**src/rtl/dmem_access_ctrl.sv**
```systemverilog
// dmem_access_ctrl: round-robin core/DMA data-memory sequencer; optional BUSY timeout under DMEM_TIMEOUT_EN.
module dmem_access_ctrl #(
  parameter int TIMEOUT_CYCLES = 64
) (
  input  logic        clk,
  input  logic        rst,
  input  logic        core_req,
  input  logic        core_we,
  input  logic [31:0] core_addr,
  input  logic [31:0] core_wdata,
  input  logic [3:0]  core_mask,
  output logic        core_stall,
  output logic        core_done,
  output logic [31:0] core_rdata,
  output logic        core_err,
  input  logic        dma_req,
  input  logic        dma_we,
  input  logic [31:0] dma_addr,
  input  logic [31:0] dma_wdata,
  input  logic [3:0]  dma_mask,
  output logic        dma_done,
  output logic [31:0] dma_rdata,
  output logic        dma_err,
  output logic        mem_cs_n,
  output logic        mem_we_n,
  output logic [31:0] mem_addr,
  output logic [31:0] mem_wdata,
  output logic [3:0]  mem_mask,
  input  logic [31:0] mem_rdata,
  input  logic        mem_valid
);
  typedef enum logic [1:0] {IDLE, BUSY, RESP} state_t;
  state_t state;
  logic gnt, last_grant, pick, pick_we, fin, to;
  // id 1 = DMA; on a tie the requester that did not win last time is picked
  assign pick = core_req & dma_req ? ~last_grant : dma_req;
  assign pick_we = pick ? dma_we : core_we;
  assign fin = mem_valid | to;
  assign core_stall = core_req & ~core_done;
`ifdef DMEM_TIMEOUT_EN
  logic [15:0] cnt;
  assign to = cnt == 16'(TIMEOUT_CYCLES);
  always_ff @(posedge clk)
    if (rst) cnt <= '0;
    else cnt <= state == BUSY ? cnt + 16'd1 : '0;
`else
  logic unused_timeout;
  assign to = 1'b0;
  assign unused_timeout = TIMEOUT_CYCLES != 0;
`endif
  always_ff @(posedge clk)
    if (rst) begin
      state <= IDLE;
      gnt <= 1'b0;
      last_grant <= 1'b1;
      mem_cs_n <= 1'b1;
      mem_we_n <= 1'b1;
      mem_addr <= '0;
      mem_wdata <= '0;
      mem_mask <= '0;
      core_done <= 1'b0;
      core_err <= 1'b0;
      core_rdata <= '0;
      dma_done <= 1'b0;
      dma_err <= 1'b0;
      dma_rdata <= '0;
    end else begin
      core_done <= 1'b0;
      dma_done <= 1'b0;
      core_err <= 1'b0;
      dma_err <= 1'b0;
      case (state)
        IDLE: if (core_req | dma_req) begin
          state <= BUSY;
          gnt <= pick;
          last_grant <= pick;
          mem_cs_n <= 1'b0;
          mem_we_n <= ~pick_we;
          mem_addr <= pick ? dma_addr : core_addr;
          mem_wdata <= pick ? dma_wdata : core_wdata;
          mem_mask <= pick_we ? (pick ? dma_mask : core_mask) : 4'hf;
        end
        BUSY: if (fin) begin
          state <= RESP;
          mem_cs_n <= 1'b1;
          if (gnt) begin
            dma_done <= 1'b1;
            dma_err <= ~mem_valid;
            if (mem_we_n) dma_rdata <= mem_valid ? mem_rdata : '0;
          end else begin
            core_done <= 1'b1;
            core_err <= ~mem_valid;
            if (mem_we_n) core_rdata <= mem_valid ? mem_rdata : '0;
          end
        end
        default: state <= IDLE;
      endcase
    end
endmodule

```
**config.mk**
```make
export PLATFORM = sky130hd
export DESIGN_NAME = dmem_access_ctrl
export DESIGN_NICKNAME = d
export VERILOG_FILES = /design/src/rtl/dmem_access_ctrl.sv
export SDC_FILE = /design/constraint.sdc
export NUM_CORES = 1
export LEC_CHECK = 0
export ABC_AREA = 1
export ABC_CLOCK_PERIOD_IN_PS = 1400
export BUFFER_PORTS_ARGS = -buffer_cell sky130_fd_sc_hd__buf_2
export CAP_MARGIN = 30
export CORE_ASPECT_RATIO = 0.8
export CORE_MARGIN = 5
export CORE_UTILIZATION = 40
export DETAILED_ROUTE_END_ITERATION = 8
export PLACE_DENSITY = 0.71
export SLEW_MARGIN = 20
export SYNTH_ARGS = -nofsm -noshare
export SYNTH_HDL_FRONTEND = slang
export SYNTH_SLANG_ARGS = --single-unit
```
**constraint.sdc**
```tcl
create_clock -name clk -period 1.4 [get_ports clk]
set_input_delay 0.14 -clock clk [delete_from_list [all_inputs] [get_ports clk]]
set_output_delay 0.14 -clock clk [all_outputs]
set_load 0.1 [all_outputs]
```
# Yosys cells after proc, flatten, opt, wreduce, memory -nomap -nowiden
# Index checks and enable logic that the tools add are counted.
# word_totals
wordCells	50
latchBits	0
ram_bits	0
register_bits	142
rom_bits	0
mem_count	0
# op_classes
n_lt_le_gt_ge	0
n_addsub	0
eq_ne	3
shift	0
n_bitwise	9
reduce_logical	10
multipliers	0
div	0
n_mux	14
# ops
operator	count
$mux 32	2
$mux 4	2
$reduce_and 4->1	2
$reduce_or 4->1	2
$mux 1	6
$not 1->1	6
$mux 2	2
$ne 2x2->1 const B	2
$pmux 2 s2	1
$reduce_and 2->1	2
$reduce_and 3->1	1
$reduce_or 3->1	1
$and 1x1->1	2
$eq 2x1->1 const B	1
$logic_not 2->1	1
$pmux 1 s2	1
$reduce_bool 2->1	1
$or 1x1->1	1

# Depth between registers and ports, before layout
# depth
word_depth	4
ltp_mapped	9
depth_no_buf	7

# Least setup slack after synthesis
# No wires, ideal clock.
# synth_timing
kind	flip-flop to output port
startpoint	reg core_done
endpoint	out core_stall
arrival_time_ns	2.047
required_time_ns	1.260
slack_ns	-0.787
stages_incl_launch_ff	2
n_path_buf	0
cell_sequence	dfxtp_1 nor2_1
# synth_via
elab_chain_len	2
# synth_rtl
element	line	rtl
start: declaration	13	output logic core_done,
start signal: assignment	61	core_done <= 1'b0;
start signal: assignment	68	core_done <= 1'b0;
start signal: assignment	91	core_done <= 1'b1;
$not 1->1	39	assign core_stall = core_req & ~core_done;
$and 1x1->1	39	
end: declaration	12	output logic core_stall,
# Every way passes these cells.

# Final worst setup path
# layout_timing
startpoint	reg mem_addr[26]
endpoint	out mem_addr[26]
# layout_rtl
element	line	rtl
start: declaration	26	output logic [31:0] mem_addr,
start signal: assignment	79	mem_addr <= pick ? dma_addr : core_addr;
# No word-level cell between the ends.

==> metrics.csv <==
metric;value;unit
Chip Height;122;um
CP Data Arrival Time;1.22;ns
CP Launch Type;flip-flop;
Max IR drop VDD;0.784;mV
footprint of the multi-input gates;0.00279;mm^2
Slew Limit Fails;0;
area delta synth->final;43.7;%
status;completed;
overall die width;150;um
worst setup path startpoint;mem_addr[26];
largest cells by area after synthesis;dfxtp_1 45%, nor2_1 20%, nand2_1 17%;
leakage power;0.00504;uW
Cell Area, Synth;0.00630;mm^2
clock transition at the registers of the reported paths;0.06;ns
nets;1499;
CORE AREA;0.0156;mm^2
Crit path required time;1.26;ns
Worst-Skew Late Latency;0.42;ns
Crit path largest cell delay;0.45;ns
share of post-route cells with drive strength above 1;29.5;%
remaining antenna violation count;0;
Worst Tran Pin Value;0.542;ns
Seq/Total Area, Yosys;45.1;%
Critical Path Sink Type;primary output;
GPL Wtd Cong;0.877;
Max Root-Sink Buffers;2;
grt ovf;0;
final setup fails;0;
share of the synthesized area in the top cell type;45.1;%
area leader, netlist;dfxtp_1;
io pins;314;
Slew HR;64.1;%
Avg Inst Size Synth;6.27;um^2
vias in the first global route;6193;
Total GRT Usage;20.4;%
CTS Buf Count;17;
drt initial violations;343;
num rows;41;
Hold Path Class;in -> reg;
n_diodes;0;
1st-pass router iterations;5;
first-pass GRT wire length;29900;um
Final Skew;0.0150;ns
CTS Root Cell;clkbuf_16;
Post-Route WL;19700;um
FILL cells;1531;
maxcap violations;0;
routed vias/inst;4.39;
crit path max fanout;2;
initial core utilization;40.3;%
Power per Cell Area;1570;mW/mm^2
Final min period;1.36;ns
WL/cell;12.7;um
Post-DP HPWL;14400;um
CTS H-tree lvls;4;
routed vias;6811;
Placed Instances;1509;
Synth cell types;19;
clk sinks;142;
Final Hold Vio Count;0;
CP Class;reg -> out;
HP Start;dma_addr[27];
largest net degree at the start of global routing;51;
ratio of final minimum period to clock period;97.2;%
port bufs;313;
Syn. warnings;0;
CP max stage cell;buf_2;
maximum clock rate;735;MHz
Setup TNS Final;0;ns
TritonCTS clock tree;yes;
register area;0.00285;mm^2
kind of cell adding the most delay to the critical path;buffers and inverters;
initial antenna violation count;0;
die area;0.0184;mm^2
buffers plus inverters on the worst setup path;1;
Post-Layout Cell Count;1552;
Finished Core Util;57.9;%
reg2reg start;state[0];
Gate Count Post-Synth;1005;
worst path cell trace;buf_2;
Synth Register Bits;142;
drc violations;0;
==> state kept, by name, summed over array words and instances (netlist names), 2 cells and up <==
name,cells
core_rdata,32
dma_rdata,32
mem_addr,32
mem_mask,4
mem_wdata,32
state,2
==> path summary, 6_finish.rpt <==
path              endpoint  slack, ns  cells after the start
max           mem_addr[26]       0.04                      1
min           mem_addr[27]       0.01                      5
max reg2reg  core_rdata[2]       0.04                      8
min reg2reg     last_grant       0.46                      2
==> kinds of logic (layout without fill, tap and decap cells) <==
family | Yosys count | in the layout | synth area share [%]
AO/OA/AOI/OAI | 70 | 70 | 5.58
flip-flops | 142 | 142 | 45.1
buffers and inverters | 161 | 492 | 11.1
other | 1 | 2 | 0.0595
AND/OR/NAND/NOR | 631 | 631 | 38.2
==> metal layers <==
layer | share of wire, % | wire (um) | vias to the layer above | global-route usage [%]
met4 | 2.1 | 409 | 0 | 7.09
met3 | 6.4 | 1260 | 27 | 5.83
li1 | - | - | 3610 | -
met2 | 49 | 9680 | 178 | 34.7
met5 | 0 | 0 | - | 0
met1 | 42 | 8330 | 2996 | 24.7
==> Yosys cell counts <==
| master | number |
|---|---|
| buf_2 | 16 |
| nor2_1 | 334 |
| nor2_4 | 3 |
| buf_4 | 20 |
| clkbuf_2 | 1 |
| nand2_1 | 285 |
| o21ai_1 | 1 |
| nand3b_1 | 1 |
| o22ai_1 | 1 |
| nand2_2 | 1 |
| conb_1 | 1 |
| dfxtp_1 | 142 |
| clkinv_1 | 1 |
| a21oi_1 | 1 |
| nand3_1 | 7 |
| inv_2 | 2 |
| clkbuf_1 | 17 |
| inv_1 | 104 |
| o21ai_0 | 67 |
==> report_power, final <==
| part | switching, uW | total [uW] | internal, uW |
|---|---|---|---|
| logic | 3830 | 4880 | 1060 |
| registers | 179 | 4600 | 4420 |
| clock network | 1770 | 4730 | 2950 |
==> layout by cell type (no fill, tap or decap), types with 2 or more instances in the layout <==
master         netlist  routed
dlygate4sd3_1        0       3
inv_1              104     103
bufinv_16            0       3
clkinv_2             0       5
clkbuf_8             0       3
inv_2                2       2
nand2_1            285     284
dfxtp_1            142     140
o21ai_0             67      65
inv_6                0       2
buf_4               20      19
nor2_4               3       5
nand3_1              7       7
nor2_1             334     332
conb_1               1       2
clkinv_4             0       3
buf_2               16     310
buf_12               0      16
o21ai_1              1       3
clkbuf_16            0      19
==> metrics by stage <==
stage	hold WS [ns]	instance area [um^2]	setup slack, ns	total power, uW
global placement	0.400	8250	0.127	9440
CTS	0.000642	8910	0.0198	14200
finish	0.0146	9060	0.0397	14200
detailed placement	0.394	8250	0.0797	9470
global route	0.0182	9060	-0.0463	14800
floorplan	0.209	6320	-0.0375	8430
==> timing repair <==
item / CTS / global route
cloned: 0 / 3
endpoints found under the hold margin: 4 / 0
gates resized for setup: 2 / 11
setup buffers: 0 / 5
setup endpoints to repair: 2 / 63
pin swaps: 0 / 3
hold buffers: 3 / 0
==> final cells by class <==
cell class | count | share of cell area [%]
Clock inverter | 12 | 1.73
Sequential cell | 142 | 31.4
Multi-Input combinational cell | 703 | 30.8
Inverter | 107 | 4.46
Timing Repair Buffer | 353 | 23.5
Clock buffer | 20 | 5.15
Tap cell | 215 | 2.97
(Power assumes the default switching activity.)
